[src/rtl/axi4l_cmd_master_pkg.sv]
// Shared constants and FSM state type for the single-outstanding AXI4-lite command master.
package axi4l_cmd_master_pkg;

    localparam logic [1:0] OKAY   = 2'b00;
    localparam logic [1:0] EXOKAY = 2'b01;
    localparam logic [1:0] SLVERR = 2'b10;
    localparam logic [1:0] DECERR = 2'b11;

    typedef enum logic [2:0] {
        ST_IDLE  = 3'd0,
        ST_WADDR = 3'd1,
        ST_WRESP = 3'd2,
        ST_RADDR = 3'd3,
        ST_RRESP = 3'd4,
        ST_DRAIN = 3'd5,
        ST_DONE  = 3'd6
    } state_t;

    // States in which a bus transaction is in flight and the timeout counter runs.
    function automatic logic is_active(input state_t s);
        return (s == ST_WADDR) || (s == ST_WRESP) || (s == ST_RADDR) || (s == ST_RRESP);
    endfunction

endpackage

[src/rtl/axi4l_cmd_master_if.sv]
// AXI4-lite bus bundle (32-bit data) with master and slave views.
interface axi4l_cmd_master_if #(
    parameter int P_AW = 32
);
    logic [P_AW-1:0] awaddr;
    logic [2:0]      awprot;
    logic            awvalid;
    logic            awready;
    logic [31:0]     wdata;
    logic [3:0]      wstrb;
    logic            wvalid;
    logic            wready;
    logic [1:0]      bresp;
    logic            bvalid;
    logic            bready;
    logic [P_AW-1:0] araddr;
    logic [2:0]      arprot;
    logic            arvalid;
    logic            arready;
    logic [31:0]     rdata;
    logic [1:0]      rresp;
    logic            rvalid;
    logic            rready;

    // Every channel: a transfer happens on a rising edge where valid && ready;
    // valid, once raised, holds with stable payload until that edge.
    modport master (
        output awaddr, awprot, awvalid, input awready,
        output wdata, wstrb, wvalid, input wready,
        input  bresp, bvalid, output bready,
        output araddr, arprot, arvalid, input arready,
        input  rdata, rresp, rvalid, output rready
    );

    modport slave (
        input  awaddr, awprot, awvalid, output awready,
        input  wdata, wstrb, wvalid, output wready,
        output bresp, bvalid, input bready,
        input  araddr, arprot, arvalid, output arready,
        output rdata, rresp, rvalid, input rready
    );
endinterface

[src/rtl/axi4l_cmd_master_timeout_cnt.sv]
// Transaction watchdog: counts enabled cycles since clear, flags the P_LIMIT-th one.
module axi4l_timeout_cnt #(
    parameter int P_LIMIT = 1024
) (
    input  logic aclk,
    input  logic aresetn,
    input  logic clear,
    input  logic enable,
    output logic expired
);

    generate
        if (P_LIMIT == 0) begin : g_off
            logic unused_inputs;
            assign unused_inputs = ^{aclk, aresetn, clear, enable};
            assign expired       = 1'b0;
        end else begin : g_on
            localparam int              CW   = $clog2(P_LIMIT + 1);
            localparam logic [CW-1:0]   LAST = CW'(P_LIMIT - 1);

            logic [CW-1:0] cnt;

            always_ff @(posedge aclk) begin
                if (!aresetn) begin
                    cnt <= '0;
                end else if (clear) begin
                    cnt <= '0;
                end else if (enable && (cnt != LAST)) begin
                    cnt <= cnt + 1'b1;
                end
            end

            // Asserted during the P_LIMIT-th enabled cycle after clear.
            assign expired = enable && (cnt == LAST);
        end
    endgenerate

endmodule

[src/rtl/axi4l_cmd_master.sv]
// Single-outstanding AXI4-lite master: one command in, one AXI read or write, one response out.
module axi4l_cmd_master
    import axi4l_cmd_master_pkg::*;
#(
    parameter int P_AW      = 32,
    parameter int P_TIMEOUT = 1024
) (
    input  logic                 aclk,
    input  logic                 aresetn,
    // command port: accepted on a rising edge where cmd_valid && cmd_ready
    input  logic                 cmd_valid,
    output logic                 cmd_ready,
    input  logic                 cmd_we,
    input  logic [P_AW-1:0]      cmd_addr,
    input  logic [31:0]          cmd_wdata,
    input  logic [3:0]           cmd_wstrb,
    // response port: held stable until rsp_valid && rsp_ready
    output logic                 rsp_valid,
    input  logic                 rsp_ready,
    output logic [31:0]          rsp_rdata,
    output logic [1:0]           rsp_resp,
    output logic                 rsp_timeout,
    axi4l_cmd_master_if.master   axi,
    output state_t               dbg_state
);

    state_t          state_q, state_d;
    logic            aw_valid_q, aw_valid_d;
    logic            w_valid_q, w_valid_d;
    logic            ar_valid_q, ar_valid_d;
    logic            b_ready_q, b_ready_d;
    logic            r_ready_q, r_ready_d;
    logic            owed_q, owed_d;
    logic            rsp_valid_q, rsp_valid_d;
    logic            rsp_timeout_q, rsp_timeout_d;
    logic [31:0]     rsp_rdata_q, rsp_rdata_d;
    logic [1:0]      rsp_resp_q, rsp_resp_d;
    logic [P_AW-1:0] addr_q, addr_d;
    logic [31:0]     wdata_q, wdata_d;
    logic [3:0]      wstrb_q, wstrb_d;
    logic            we_q, we_d;

    logic            accept;
    logic            timer_en;
    logic            expired;
    logic            timeout_hit;
    logic            b_hs;
    logic            r_hs;

    assign cmd_ready = (state_q == ST_IDLE) && aresetn;
    assign accept    = cmd_valid && cmd_ready;
    assign timer_en  = is_active(state_q);
    assign b_hs      = b_ready_q && axi.bvalid;
    assign r_hs      = r_ready_q && axi.rvalid;

    axi4l_timeout_cnt #(
        .P_LIMIT (P_TIMEOUT)
    ) u_timeout (
        .aclk    (aclk),
        .aresetn (aresetn),
        .clear   (accept),
        .enable  (timer_en),
        .expired (expired)
    );

    always_comb begin
        state_d       = state_q;
        aw_valid_d    = aw_valid_q;
        w_valid_d     = w_valid_q;
        ar_valid_d    = ar_valid_q;
        owed_d        = owed_q;
        rsp_valid_d   = rsp_valid_q;
        rsp_timeout_d = rsp_timeout_q;
        rsp_rdata_d   = rsp_rdata_q;
        rsp_resp_d    = rsp_resp_q;
        addr_d        = addr_q;
        wdata_d       = wdata_q;
        wstrb_d       = wstrb_q;
        we_d          = we_q;
        timeout_hit   = 1'b0;

        // Channel handshakes retire independently in every state, DRAIN included.
        if (aw_valid_q && axi.awready) aw_valid_d = 1'b0;
        if (w_valid_q && axi.wready)   w_valid_d  = 1'b0;
        if (ar_valid_q && axi.arready) ar_valid_d = 1'b0;
        if (b_hs || r_hs)              owed_d     = 1'b0;

        case (state_q)
            ST_IDLE: begin
                if (accept) begin
                    addr_d        = cmd_addr;
                    wdata_d       = cmd_wdata;
                    wstrb_d       = cmd_wstrb;
                    we_d          = cmd_we;
                    aw_valid_d    = cmd_we;
                    w_valid_d     = cmd_we;
                    ar_valid_d    = !cmd_we;
                    owed_d        = 1'b1;
                    rsp_timeout_d = 1'b0;
                    state_d       = cmd_we ? ST_WADDR : ST_RADDR;
                end
            end
            ST_WADDR: begin
                if (expired)                         timeout_hit = 1'b1;
                else if (!aw_valid_d && !w_valid_d)  state_d     = ST_WRESP;
            end
            ST_WRESP: begin
                // A response landing in the expiry cycle still completes normally.
                if (b_hs) begin
                    rsp_valid_d = 1'b1;
                    rsp_resp_d  = axi.bresp;
                    rsp_rdata_d = '0;
                    state_d     = ST_DONE;
                end else if (expired) begin
                    timeout_hit = 1'b1;
                end
            end
            ST_RADDR: begin
                if (expired)          timeout_hit = 1'b1;
                else if (!ar_valid_d) state_d     = ST_RRESP;
            end
            ST_RRESP: begin
                if (r_hs) begin
                    rsp_valid_d = 1'b1;
                    rsp_resp_d  = axi.rresp;
                    rsp_rdata_d = axi.rdata;
                    state_d     = ST_DONE;
                end else if (expired) begin
                    timeout_hit = 1'b1;
                end
            end
            ST_DONE: begin
                if (rsp_ready) begin
                    rsp_valid_d = 1'b0;
                    state_d     = ST_IDLE;
                end
            end
            ST_DRAIN: begin
                // Leave only once the slave has answered and the timeout report was taken.
                if (rsp_valid_q && rsp_ready) rsp_valid_d = 1'b0;
                if (!rsp_valid_d && !owed_d)  state_d     = ST_IDLE;
            end
            default: state_d = ST_IDLE;
        endcase

        if (timeout_hit) begin
            rsp_valid_d   = 1'b1;
            rsp_timeout_d = 1'b1;
            rsp_resp_d    = SLVERR;
            rsp_rdata_d   = '0;
            state_d       = ST_DRAIN;
        end

        // Readies follow from what is still owed once address/data beats are gone.
        b_ready_d = ((state_d == ST_WRESP) || (state_d == ST_DRAIN)) && we_d && owed_d
                    && !aw_valid_d && !w_valid_d;
        r_ready_d = ((state_d == ST_RRESP) || (state_d == ST_DRAIN)) && !we_d && owed_d
                    && !ar_valid_d;
    end

    always_ff @(posedge aclk) begin
        if (!aresetn) begin
            state_q       <= ST_IDLE;
            aw_valid_q    <= 1'b0;
            w_valid_q     <= 1'b0;
            ar_valid_q    <= 1'b0;
            b_ready_q     <= 1'b0;
            r_ready_q     <= 1'b0;
            owed_q        <= 1'b0;
            rsp_valid_q   <= 1'b0;
            rsp_timeout_q <= 1'b0;
            rsp_rdata_q   <= '0;
            rsp_resp_q    <= '0;
            addr_q        <= '0;
            wdata_q       <= '0;
            wstrb_q       <= '0;
            we_q          <= 1'b0;
        end else begin
            state_q       <= state_d;
            aw_valid_q    <= aw_valid_d;
            w_valid_q     <= w_valid_d;
            ar_valid_q    <= ar_valid_d;
            b_ready_q     <= b_ready_d;
            r_ready_q     <= r_ready_d;
            owed_q        <= owed_d;
            rsp_valid_q   <= rsp_valid_d;
            rsp_timeout_q <= rsp_timeout_d;
            rsp_rdata_q   <= rsp_rdata_d;
            rsp_resp_q    <= rsp_resp_d;
            addr_q        <= addr_d;
            wdata_q       <= wdata_d;
            wstrb_q       <= wstrb_d;
            we_q          <= we_d;
        end
    end

    assign axi.awaddr  = addr_q;
    assign axi.awprot  = 3'b000;
    assign axi.awvalid = aw_valid_q;
    assign axi.wdata   = wdata_q;
    assign axi.wstrb   = wstrb_q;
    assign axi.wvalid  = w_valid_q;
    assign axi.bready  = b_ready_q;
    assign axi.araddr  = addr_q;
    assign axi.arprot  = 3'b000;
    assign axi.arvalid = ar_valid_q;
    assign axi.rready  = r_ready_q;

    assign rsp_valid   = rsp_valid_q;
    assign rsp_timeout = rsp_timeout_q;
    assign rsp_rdata   = rsp_rdata_q;
    assign rsp_resp    = rsp_resp_q;
    assign dbg_state   = state_q;

endmodule

[src/flat_wrapper.sv]
// flat-port wrapper written by rule: the top's interface ports become plain ports
module axi4l_cmd_master_flat import axi4l_cmd_master_pkg::*;
#(
    parameter int P_AW      = 32,
    parameter int P_TIMEOUT = 1024
)
  (aclk, aresetn, cmd_valid, cmd_ready, cmd_we, cmd_addr, cmd_wdata, cmd_wstrb, rsp_valid, rsp_ready, rsp_rdata, rsp_resp, rsp_timeout, dbg_state, axi_awaddr, axi_awprot, axi_awvalid, axi_awready, axi_wdata, axi_wstrb, axi_wvalid, axi_wready, axi_bresp, axi_bvalid, axi_bready, axi_araddr, axi_arprot, axi_arvalid, axi_arready, axi_rdata, axi_rresp, axi_rvalid, axi_rready);
  axi4l_cmd_master_if #(.P_AW(P_AW)) axi_i ();
  input  logic aclk;
  input  logic aresetn;
  input  logic cmd_valid;
  output logic cmd_ready;
  input  logic cmd_we;
  input  logic [P_AW-1:0] cmd_addr;
  input  logic [31:0] cmd_wdata;
  input  logic [3:0] cmd_wstrb;
  output logic rsp_valid;
  input  logic rsp_ready;
  output logic [31:0] rsp_rdata;
  output logic [1:0] rsp_resp;
  output logic rsp_timeout;
  output state_t dbg_state;
  output wire logic [$bits(axi_i.awaddr)-1:0] axi_awaddr;
  output wire logic [$bits(axi_i.awprot)-1:0] axi_awprot;
  output wire logic [$bits(axi_i.awvalid)-1:0] axi_awvalid;
  input wire logic [$bits(axi_i.awready)-1:0] axi_awready;
  output wire logic [$bits(axi_i.wdata)-1:0] axi_wdata;
  output wire logic [$bits(axi_i.wstrb)-1:0] axi_wstrb;
  output wire logic [$bits(axi_i.wvalid)-1:0] axi_wvalid;
  input wire logic [$bits(axi_i.wready)-1:0] axi_wready;
  input wire logic [$bits(axi_i.bresp)-1:0] axi_bresp;
  input wire logic [$bits(axi_i.bvalid)-1:0] axi_bvalid;
  output wire logic [$bits(axi_i.bready)-1:0] axi_bready;
  output wire logic [$bits(axi_i.araddr)-1:0] axi_araddr;
  output wire logic [$bits(axi_i.arprot)-1:0] axi_arprot;
  output wire logic [$bits(axi_i.arvalid)-1:0] axi_arvalid;
  input wire logic [$bits(axi_i.arready)-1:0] axi_arready;
  input wire logic [$bits(axi_i.rdata)-1:0] axi_rdata;
  input wire logic [$bits(axi_i.rresp)-1:0] axi_rresp;
  input wire logic [$bits(axi_i.rvalid)-1:0] axi_rvalid;
  output wire logic [$bits(axi_i.rready)-1:0] axi_rready;
  assign axi_awaddr = axi_i.awaddr;
  assign axi_awprot = axi_i.awprot;
  assign axi_awvalid = axi_i.awvalid;
  assign axi_i.awready = axi_awready;
  assign axi_wdata = axi_i.wdata;
  assign axi_wstrb = axi_i.wstrb;
  assign axi_wvalid = axi_i.wvalid;
  assign axi_i.wready = axi_wready;
  assign axi_i.bresp = axi_bresp;
  assign axi_i.bvalid = axi_bvalid;
  assign axi_bready = axi_i.bready;
  assign axi_araddr = axi_i.araddr;
  assign axi_arprot = axi_i.arprot;
  assign axi_arvalid = axi_i.arvalid;
  assign axi_i.arready = axi_arready;
  assign axi_i.rdata = axi_rdata;
  assign axi_i.rresp = axi_rresp;
  assign axi_i.rvalid = axi_rvalid;
  assign axi_rready = axi_i.rready;
  axi4l_cmd_master #(.P_AW(P_AW), .P_TIMEOUT(P_TIMEOUT)) u_core (.aclk(aclk), .aresetn(aresetn), .cmd_valid(cmd_valid), .cmd_ready(cmd_ready), .cmd_we(cmd_we), .cmd_addr(cmd_addr), .cmd_wdata(cmd_wdata), .cmd_wstrb(cmd_wstrb), .rsp_valid(rsp_valid), .rsp_ready(rsp_ready), .rsp_rdata(rsp_rdata), .rsp_resp(rsp_resp), .rsp_timeout(rsp_timeout), .axi(axi_i), .dbg_state(dbg_state));
endmodule
[config.mk]
export PLATFORM = sky130hd
export DESIGN_NAME = axi4l_cmd_master_flat
export DESIGN_NICKNAME = d
export VERILOG_FILES = /design/src/rtl/axi4l_cmd_master_pkg.sv /design/src/rtl/axi4l_cmd_master_if.sv /design/src/rtl/axi4l_cmd_master_timeout_cnt.sv /design/src/rtl/axi4l_cmd_master.sv /design/src/flat_wrapper.sv
export SDC_FILE = /design/constraint.sdc
export NUM_CORES = 1
export LEC_CHECK = 0
export BUFFER_PORTS_ARGS = -buffer_cell sky130_fd_sc_hd__buf_2
export CELL_PAD_IN_SITES_DETAIL_PLACEMENT = 0
export CELL_PAD_IN_SITES_GLOBAL_PLACEMENT = 1
export CORE_MARGIN = 1.5
export CORE_UTILIZATION = 34
export CTS_BUF_LIST = sky130_fd_sc_hd__clkbuf_16
export CTS_CLUSTER_SIZE = 12
export DETAILED_ROUTE_END_ITERATION = 6
export PLACE_DENSITY_LB_ADDON = 0.1
export SYNTH_ARGS = -nofsm -noshare
export SYNTH_HDL_FRONTEND = slang
export SYNTH_SLANG_ARGS = --single-unit
[constraint.sdc]
create_clock -name aclk -period 5.75 [get_ports aclk]
set_clock_uncertainty 0.15 [all_clocks]
set_input_delay 0.575 -clock aclk [delete_from_list [all_inputs] [get_ports aclk]]
set_output_delay 0.575 -clock aclk [all_outputs]
set_load 0.01 [all_outputs]
==> results.json <==
{
  "crit_arrival_ps": 2980,
  "predominant_post_synthesis_flop_cell": "dfxtp_1",
  "area_after_dpl_sq_um": 6167,
  "cp-end-kind": "flip-flop",
  "grt.total_usage_pct": 18.78,
  "critical_path_max_stage_delay_ps": 710,
  "seq_area_frac_synth_pct": 49.89,
  "insertion_delay_ps": 410,
  "max_cap_viol_count": 0,
  "synth.ff_latch_count": 125,
  "route.vias.total": 4876,
  "cts_inserted_buffers": 17,
  "slew-limit-headroom_pct": 23.54,
  "grt_first_pass_wirelength_microns": 23340,
  "dieArea_sq_um": 15490,
  "synthSimpleGateAreaFrac_pct": 28.29,
  "run_status": "completed",
  "place.gp.congestion": 0.7999,
  "routed_via_density": 4.809,
  "layout.nets": 931,
  "netlist_area_sq_um": 5016,
  "critPathTopFamily": "simple AND/OR/NAND/NOR gates",
  "cts.path.max_buffers": 2,
  "synthArstFlopShare_pct": 0,
  "share_of_layout_cells_above_drive_strength_1_pct": 35.83,
  "finalSetupViolations": 0,
  "die_width_microns": 124.5,
  "drt_pre_antenna_iters": 4,
  "antenna_violations_before_repair": 1,
  "post_cts_setup_repair_bufs": 0,
  "cp-start-kind": "flip-flop",
  "synthCells": 606,
  "global_route_overflow": 0,
  "numClockSinks": 125,
  "crit_path_max_fanout": 18,
  "power-per-cell-area_nw_per_um2": 329.7,
  "grt_start_max_net_pins": 82,
  "max-vdd-ir-drop_mv": 0.2126,
  "cpMaxStageDelayCell": "nor2b_2",
  "holdCritPathClass": "in2reg",
  "whs_path_depth": 3,
  "worst-setup-path-type": "reg2reg",
  "grt_setup_unrepaired": "no",
  "worst_ep_required_time_ps": 5940,
  "largest_family_of_logic_cells_by_synthesized_area": "simple AND/OR/NAND/NOR gates",
  "clock.fmax_mhz": 358.1,
  "floorplan.initialDensity_pct": 34.64,
  "timing.final.max_slew_violations": 0,
  "port-buffer-count": 258,
  "design.portCount": 265,
  "holdBufCountCts": 0,
  "path_depth": 5,
  "fp.dieH_microns": 124.5,
  "crit_chain": "nor3b_1 > nor2b_2 > buf_4 > a22oi_1 > nor2_1",
  "drt-total-wl_microns": 14620,
  "drc": 0,
  "cts.htree.levels": 4,
  "synth.lib_cells_used.distinct": 53,
  "final.period_utilization_pct": 48.57,
  "tritoncts": "built",
  "cts-root-buf": "clkbuf_16",
  "placeableCoreArea_sq_um": 14480,
  "post_synth_xor_area_fraction_pct": 1.397,
  "final_area_sq_um": 6734,
  "num_rows": 44,
  "yosys_warnings": 0,
  "synth_compound_area_share_pct": 10.13,
  "area_share_of_fa_ha_maj_cells_after_synthesis_pct": 0.2494,
  "wire_per_inst_microns": 14.42,
  "critical_path_buf_inv_count": 1,
  "finalWorstPathRequiredPeriod_ps": 2793,
  "timing.final.hold_violations": 0,
  "depth_of_the_worst_register_to_register_path": 5,
  "static-leakage-power_nw": 3.438,
  "area_growth_syn_to_layout_pct": 34.25,
  "number_of_synthesized_flops_with_an_enable_pin": 0,
  "synth.avg_cell_area_sq_um": 8.277,
  "drt_iter0_drc": 212,
  "place_hpwl_microns": 10470,
  "synth.mux.area_fraction_pct": 0.8231,
  "holdWs_ps": 198.5,
  "antenna_violating_nets_post_route": 0,
  "setup-tns-final_ps": 0,
  "vias_in_the_first_global_route": 4577,
  "clk_pin_slew_worst_paths_ps": 50,
  "post_cts.resized_instances": 0,
  "tightest_slew_ps": 1147
}
-- cells in the mapped netlist (all sizes together), types with 2 or more instances --
cell type	number	share of area (%)
xor2	3	0.52
xnor2	5	0.87
a21boi	3	0.45
nor3	6	0.60
o31ai	2	0.30
nand4b	3	0.52
o21ai	6	0.67
nand2b	2	0.25
a21o	2	0.30
a22oi	34	5.1
inv	4	0.30
or4	4	0.60
buf	52	6.9
a21oi	6	0.60
nand2	153	11
nand3	75	7.5
nand4	4	0.50
nor3b	3	0.45
nor2b	7	0.87
mux2i	3	0.60
clkbuf	26	1.9
and2	5	0.62
nor4	2	0.37
dfxtp	125	50
nor2	47	3.6
a31oi	2	0.25
or2	2	0.25
-- registers in the layout, summed over array words and instances, names as in the netlist --
name                       cells
u_core.axi.rready              1
u_core.axi.bready              1
u_core.u_timeout.g_on.cnt     11
u_core.rsp_resp                2
u_core.axi.wvalid              1
u_core.axi.araddr             32
u_core.we_q                    1
u_core.axi.awvalid             1
u_core.owed_q                  1
u_core.rsp_timeout             1
u_core.rsp_valid               1
u_core.axi.arvalid             1
u_core.axi.wstrb               4
u_core.dbg_state               3
u_core.rsp_rdata              32
u_core.axi.wdata              32
-- cell type report --
| type | instances | area [sq um] |
|---|---|---|
| fillers | 1424 | 7745 |
| flip-flops and latches | 125 | 2502 |
| multi-input cells | 404 | 2083 |
| repair buffers | 264 | 1336 |
| clock buffers | 17 | 425.4 |
| well taps | 184 | 230.2 |
| clock inverters | 15 | 138.9 |
| inverters | 4 | 15.01 |
| diodes | 1 | 2.502 |
-- path summary, 6_finish.rpt --
kind,start,endpoint,slack (ps)
max,u_core.dbg_state[2]$_SDFF_PN0_,u_core.rsp_rdata[13]$_SDFFE_PP0P_,2960
min,cmd_addr[0],u_core.axi.araddr[0]$_SDFFE_PN0P_,200
max reg2reg,u_core.dbg_state[2]$_SDFF_PN0_,u_core.rsp_rdata[13]$_SDFFE_PP0P_,2960
min reg2reg,u_core.axi.wdata[16]$_SDFFE_PN0P_,u_core.axi.wdata[16]$_SDFFE_PN0P_,300
-- placed cells by master (no fill, tap or decap), types with 2 or more instances in the layout --
| cell type | instances |
|---|---|
| inv_1 | 8 |
| a21o_1 | 2 |
| nand4_1 | 4 |
| o21ai_0 | 4 |
| o31ai_1 | 2 |
| xor2_1 | 3 |
| buf_2 | 258 |
| mux2i_1 | 3 |
| dfxtp_1 | 125 |
| and2_1 | 5 |
| nand2_1 | 153 |
| nor2_1 | 45 |
| nor3_1 | 6 |
| clkbuf_16 | 17 |
| conb_1 | 6 |
| nand2b_1 | 2 |
| or4_1 | 4 |
| xnor2_1 | 5 |
| clkinv_2 | 3 |
| a31oi_1 | 2 |
| nor2b_1 | 6 |
| buf_4 | 6 |
| bufinv_16 | 3 |
| nand4b_1 | 3 |
| nor3b_1 | 3 |
| or2_2 | 2 |
| nand3_1 | 75 |
| a22oi_1 | 34 |
| clkinv_1 | 5 |
| a21boi_0 | 3 |
| a21oi_1 | 6 |
-- through the flow --
step	util (%)	setup slack (ps)	total power, mW	instances
after global routing	46.51	2624	2.315	1014
final	46.51	2957	2.220	1014
after CTS	46.49	2963	2.250	1013
after global placement	42.59	3059	1.211	981
after detailed placement	42.59	2972	1.215	981
after floorplan	-	3686	1.111	611
-- worst reg2reg max path, cell delays in order (launching register included) --
cell and delay (ps):
dfxtp_1 700, nor3b_1 570, nor2b_2 710, buf_4 350, a22oi_1 90, nor2_1 150
-- cell families (layout without fill, tap and decap cells) --
logic type | count (synthesis) | in the layout
compound gates | 68 | 68
xor+xnor | 8 | 8
fa+ha+maj | 1 | 1
buf+inv | 82 | 300
flops | 125 | 125
mux | 4 | 4
other cells | 1 | 7
simple gates | 317 | 317
-- metal layers --
| layer | global-route usage [%] | share of wire, % |
|---|---|---|
| met4 | 7.843 | 1.7 |
| met2 | 32.48 | 50 |
| met1 | 21.81 | 43 |
| met3 | 5.155 | 6.0 |
| met5 | 0 | 0 |
-- power breakdown --
part | internal [mW] | total, mW | leakage (nW) | switching, mW
registers | 0.914 | 0.946 | 1.02 | 0.0318
logic | 0.104 | 0.248 | 2.12 | 0.144
clock network | 0.663 | 1.03 | 0.293 | 0.363
Power figures use the tool's default switching activity.
